==> src/rtl/pic_cascade_master.sv <==
// pic_cascade_master: cascade-aware master PIC with masking, rotating priority,
// non-specific EOI and an abort when the second INTA never arrives.
module pic_cascade_master #(
    parameter int NUM_IR       = 8,
    parameter int CAS_W        = 3,
    parameter int INTA_TIMEOUT = 16
) (
    input  logic              clk,
    input  logic              rst_n,
    input  logic [NUM_IR-1:0] ir_req,
    input  logic [NUM_IR-1:0] imr,
    input  logic [NUM_IR-1:0] slave_map,
    input  logic [7:0]        vec_base,
    input  logic              rotate_en,
    input  logic              inta_n,
    input  logic              eoi,
    output logic              int_out,
    output logic [CAS_W-1:0]  cas_out,
    output logic              cas_oe,
    output logic [7:0]        vec_out,
    output logic              vec_oe,
    output logic [NUM_IR-1:0] isr,
    output logic              timeout_err
);
    typedef enum logic [2:0] {IDLE, REQ, ACK1, WAIT2, ACK2} state_t;

    state_t             st_q, st_d;
    logic               inta_q;
    logic               int_q, int_d;
    logic [CAS_W-1:0]   cas_q, cas_d;
    logic               cas_oe_q, cas_oe_d;
    logic [7:0]         vec_q, vec_d;
    logic               vec_oe_q, vec_oe_d;
    logic [NUM_IR-1:0]  isr_q, isr_d;
    logic               terr_q, terr_d;
    logic [2:0]         win_q, win_d;
    logic [2:0]         lp_q, lp_d;
    logic               slv_q, slv_d;
    logic [7:0]         cnt_q, cnt_d;
    logic [NUM_IR-1:0]  isr_e, pend;
    logic [2:0]         lp_e, win;
    logic [3:0]         top_r, win_r, isr_r;
    logic               win_v, fall, rise, win_slv;
    logic               unused_ok;

    // Index of the IR holding priority rank k (rank 0 sits just above pointer lp).
    function automatic logic [2:0] rot(input logic [2:0] lp, input logic [3:0] k);
        int idx;
        idx = int'(lp) + int'(k) + 1;
        if (idx >= NUM_IR) idx = idx - NUM_IR;
        return 3'(idx);
    endfunction

    // Rank of the highest-priority set bit of v, NUM_IR when v is empty.
    function automatic logic [3:0] first_rank(input logic [NUM_IR-1:0] v, input logic [2:0] lp);
        logic [3:0] r;
        r = 4'(NUM_IR);
        for (int k = NUM_IR - 1; k >= 0; k--)
            if (v[rot(lp, 4'(k))]) r = 4'(k);
        return r;
    endfunction

    assign fall      = inta_q & ~inta_n;
    assign rise      = ~inta_q & inta_n;
    assign unused_ok = ^vec_base[2:0];

    // EOI is folded in first so a same-cycle acknowledge sees the post-EOI isr.
    always_comb begin
        top_r = first_rank(isr_q, lp_q);
        isr_e = isr_q;
        lp_e  = lp_q;
        if (eoi && top_r != 4'(NUM_IR)) begin
            isr_e[rot(lp_q, top_r)] = 1'b0;
            lp_e = rotate_en ? rot(lp_q, top_r) : lp_q;
        end
        pend    = ir_req & ~imr & ~isr_e;
        win_r   = first_rank(pend, lp_e);
        isr_r   = first_rank(isr_e, lp_e);
        win_v   = win_r < isr_r;
        win     = rot(lp_e, win_r);
        win_slv = win_v & slave_map[win];
    end

    always_comb begin
        st_d     = st_q;
        int_d    = int_q;
        cas_d    = cas_q;
        cas_oe_d = cas_oe_q;
        vec_d    = vec_q;
        vec_oe_d = vec_oe_q;
        isr_d    = isr_e;
        lp_d     = lp_e;
        terr_d   = 1'b0;
        win_d    = win_q;
        slv_d    = slv_q;
        cnt_d    = cnt_q;
        case (st_q)
            IDLE: if (win_v) begin
                int_d = 1'b1;
                st_d  = REQ;
            end
            REQ: if (fall) begin
                st_d     = ACK1;
                int_d    = 1'b0;
                win_d    = win_v ? win : 3'(NUM_IR - 1);
                slv_d    = win_slv;
                cas_d    = win_slv ? CAS_W'(win) : '0;
                cas_oe_d = win_slv;
                if (win_v) isr_d[win] = 1'b1;
            end
            ACK1: if (rise) begin
                st_d  = WAIT2;
                cnt_d = 8'd0;
            end
            WAIT2: begin
                cnt_d = cnt_q + 8'd1;
                if (fall) begin
                    st_d     = ACK2;
                    vec_d    = slv_q ? 8'h00 : {vec_base[7:3], win_q};
                    vec_oe_d = ~slv_q;
                end else if (cnt_q + 8'd1 == 8'(INTA_TIMEOUT)) begin
                    st_d     = IDLE;
                    cas_d    = '0;
                    cas_oe_d = 1'b0;
                    terr_d   = 1'b1;
                end
            end
            ACK2: if (rise) begin
                st_d     = IDLE;
                cas_d    = '0;
                cas_oe_d = 1'b0;
                vec_d    = 8'h00;
                vec_oe_d = 1'b0;
            end
            default: st_d = IDLE;
        endcase
    end

    always_ff @(posedge clk or negedge rst_n) begin
        if (!rst_n) begin
            st_q     <= IDLE;
            inta_q   <= 1'b1;
            int_q    <= 1'b0;
            cas_q    <= '0;
            cas_oe_q <= 1'b0;
            vec_q    <= 8'h00;
            vec_oe_q <= 1'b0;
            isr_q    <= '0;
            terr_q   <= 1'b0;
            win_q    <= 3'd0;
            lp_q     <= 3'(NUM_IR - 1);
            slv_q    <= 1'b0;
            cnt_q    <= 8'd0;
        end else begin
            st_q     <= st_d;
            inta_q   <= inta_n;
            int_q    <= int_d;
            cas_q    <= cas_d;
            cas_oe_q <= cas_oe_d;
            vec_q    <= vec_d;
            vec_oe_q <= vec_oe_d;
            isr_q    <= isr_d;
            terr_q   <= terr_d;
            win_q    <= win_d;
            lp_q     <= lp_d;
            slv_q    <= slv_d;
            cnt_q    <= cnt_d;
        end
    end

    assign int_out     = int_q;
    assign cas_out     = cas_q;
    assign cas_oe      = cas_oe_q;
    assign vec_out     = vec_q;
    assign vec_oe      = vec_oe_q;
    assign isr         = isr_q;
    assign timeout_err = terr_q;
endmodule

==> config.mk <==
export PLATFORM = sky130hd
export DESIGN_NAME = pic_cascade_master
export DESIGN_NICKNAME = d
export VERILOG_FILES = /design/src/rtl/pic_cascade_master.sv
export SDC_FILE = /design/constraint.sdc
export NUM_CORES = 1
export LEC_CHECK = 0
export ABC_AREA = 1
export ABC_CLOCK_PERIOD_IN_PS = 8029
export CAP_MARGIN = 10
export CORE_AREA = 5 5 99 148
export DETAILED_ROUTE_END_ITERATION = 12
export DIE_AREA = 0 0 104 153
export MAX_ROUTING_LAYER = met4
export PLACE_DENSITY_LB_ADDON = 0.2
export SLEW_MARGIN = 20
export SYNTH_ARGS = -nofsm -noshare
export SYNTH_HDL_FRONTEND = slang
export SYNTH_SLANG_ARGS = --single-unit
==> constraint.sdc <==
create_clock -name clk -period 8.03 [get_ports clk]
set_input_delay 1.606 -clock clk [delete_from_list [all_inputs] [get_ports clk]]
set_output_delay 1.606 -clock clk [all_outputs]
set_load 0.02 [all_outputs]
==> impl_summary.txt <==
----------------------------------------------------
[STA]
  Final period util ... around 90%
  Worst-case headroom to the max-slew limit ... between 30% and 40%
  Number of max-slew violations in the final report ... 0
  Setup repair after global routing missed its margin ... false
  Maximum operating frequency ... around 140 MHz
  Measured slew at the worst slew-check pin ... a little under 1 ns
  Minimum period implied by the final worst setup slack ... slightly above 7 ns
  Final Hold Vio Count ... 0
  Final count of negative-setup-slack endpoints ... 0
  Clock Skew ... 0.00835 ns
  Setup_tns ... 0 ns

[Clock network]
  Maximum buffer depth of the clock tree ... 2
  Number of H-tree levels ... 2
  Cts repair resizes ... 0
  Clock network latency to the later pin of the worst-skew pair ... approximately 0.28 ns
  Reg clk slew, reported paths ... about 0.060 ns
  Buffer count from post-CTS setup fixing ... 0
  Root buffer cell ... clkbuf_16
  Hold-fix buffers at CTS ... 0
  Number of CTS-inserted buffers ... 5
  Clock Sink Count ... 42
  TritonCTS clock tree ... yes

[Min path]
  Path type of the worst min-delay path ... reg -> reg

[GRT]
  All-layer global routing usage ... 14.5%
  Vias in the first global route ... between 4000 and 5000
  Largest net degree at the start of global routing ... 43
  Global route overflow ... 0
  First-pass GRT wire length ... between 15000 and 20000 um
  Number of antenna violations at the first check in global routing ... 0

[Critical path]
  Crit. End Element ... flop
  Most prevalent standard cell on the critical path ... nand2_1
  Data required time of the worst path ... slightly above 8 ns
  Cell with the biggest individual delay on the critical path ... fa_1
  Maximum fanout count along the critical path ... 14
  Data arrival time of the critical path ... ~7.4 ns
  Critical path start-end classification ... reg -> reg
  Critical Path Source Type ... flop
  Largest incremental delay on the critical path ... 0.72 ns

[Detailed routing]
  Detailed-route wire length ... 11500 um
  Number of violations reported at the end of detailed-routing iteration 0 ... about 260
  Post-detailed-route count of antenna-violating nets ... 0
  Per-cell via count in the routed design ... approximately 5.0
  Pre-antenna DRT Iters ... 4
  Total DRC errors in the routed layout ... 0
  Via count ... 4170
  Average wire per cell in the routed design ... around 14 um

[Synthesis]
  Post-Syn Area per Cell ... between 6 and 7 um2
  Share of synthesized flip-flops with an asynchronous set or reset ... 100%
  Leading cell types by total area after synthesis ... dfrtp_1 (24%), nand2_1 (20%), nand3_1 (15%)
  Combined area of all synthesized cells ... 3880 um2
  Number of instances in the synthesized netlist ... between 600 and 700
  Synthesis Warnings ... 0
  Synth Flop Type ... dfrtp_1
  Leading area contributor after synthesis ... dfrtp_1
  Syn Nets ... around 670
  Fraction of the yosys area taken by sequential cells ... a little over a quarter
  Flip-flop and latch count after synthesis ... 42
  Yosys top cell area share ... between 20% and 30%
  Post-synth EDFFs ... 0
  Post-synthesis cell type count ... 39

[Die]
  Row Count ... 52
  I/O pin count ... 60
  Die area ... around 16000 um2
  Std-Cell Core Area ... ~13000 um2
  Initial standard-cell utilization of the core ... a little under 30%
  Die boundary width ... about 100 um
  Die Span Y ... 153 um

[Placement]
  Routability congestion estimate from global placement ... around 0.92
  Hpwl dp ... around 9200 um
  Buffers on Ports ... 56

[Outcome]
  Result of the run ... finished, final reports clean

[Layout]
  Antenna diode count ... 0
  Layout cell share with drive strength beyond 1 ... 6.82%
  Number of inserted filler cells in the final layout ... around 1400
  Area overhead of the layout relative to synthesis ... 22.1%
  Post-layout net count ... 724

[Run]
  Maxcap violations ... 0

----------------------------------------------------
==> per-stage QoR <==
step	hold slack, ns	setup WS, ns	cells	area, um2	utilization [%]
6_report	0.499	0.829	836	4740	35.7
5_1_grt	0.521	0.142	836	4740	35.7
4_1_cts	0.500	0.800	836	4740	35.7
3_5_place_dp	0.474	0.814	828	4580	34.5
3_3_place_gp	0.476	0.873	828	4580	34.5
2_1_floorplan	0.459	2.23	618	3880	-
==> placed cells by master, fill, tap and decap left out, types with 2 or more instances in the layout <==
master and instances:
nor2_1 43, dfrtp_1 38, clkbuf_16 5, a31oi_1 2
o21ai_2 2, ha_1 12, a21oi_1 10, nand3_1 119
nand2_1 207, xor2_2 3, inv_2 7, dfstp_2 4
and2_1 3, o22ai_1 7, nor3_1 10, o21ai_1 9
nor2_4 2, xnor2_1 2, inv_1 71, fa_1 2
xor2_1 10, clkinv_1 2, clkdlybuf4s50_1 55, clkinv_2 2
o21ai_0 20, nand2_2 12
==> state kept, by name, indices dropped and copies added, names as in the netlist <==
signal and cells:
cas_oe 1, cas_out 3, cnt_q 8, int_out 1, inta_q 1, isr 8, lp_q 3, slv_q 1
st_q 3, timeout_err 1, vec_oe 1, vec_out 8, win_q 3
==> Yosys cell counts, types with 4 or more instances <==
library cell	number
nand2_1	207
nand3_1	119
inv_1	71
nor2_1	43
dfrtp_1	38
o21ai_0	20
ha_1	12
nand2_2	12
a21oi_1	10
nor3_1	10
xor2_1	10
o21ai_1	9
inv_2	7
o22ai_1	7
buf_6	4
dfstp_2	4
==> final cells by class <==
type / instances / area (um2) / area share (%)
timing repair buffer: 57 / 563 / 11.9
multi-input combinational: 486 / 2450 / 51.6
sequential: 42 / 1060 / 22.3
inverter: 81 / 307 / 6.46
clock buffer: 5 / 125 / 2.64
tap: 162 / 203 / 4.27
clock inverter: 3 / 40.0 / 0.844
==> cell families after synthesis <==
family	count (synthesis)	synth area share, %
compound gates	56	8.41
simple gates	399	44.6
flops	42	27.2
fa+ha+maj	14	4.90
xor+xnor	17	5.09
buf+inv	90	9.79
==> routing by layer <==
metal,up-vias,global-route usage (%),wire (um)
met5,-,-,0
met4,0,3.09,167
met3,18,1.94,527
met2,114,26.4,6040
met1,1943,16.8,4760
li1,2095,-,-
==> worst max-delay path: cells and delay by family, from the launching register on <==
family	cells	cell delay, ns
buf+inv	9	1.50
flops	1	0.71
compound gates	6	0.98
fa+ha+maj	5	2.34
simple gates	17	1.56
==> worst paths after layout <==
| kind | to | slack [ns] | startpoint | cells after the start |
|---|---|---|---|---|
| max reg2reg | cas_out[1] | 0.83 | lp_q[0] | 37 |
| max in group asynchronous | isr[7] | 5.97 | rst_n | 1 |
| max | cas_out[1] | 0.83 | lp_q[0] | 37 |
| min in group asynchronous | cas_oe | 1.46 | rst_n | 1 |
| min reg2reg | int_out | 0.50 | int_out | 2 |
| min | int_out | 0.50 | int_out | 2 |
Power is not shown: default switching activity piles up to over one toggle a cycle in this logic, so the estimate is an artifact.
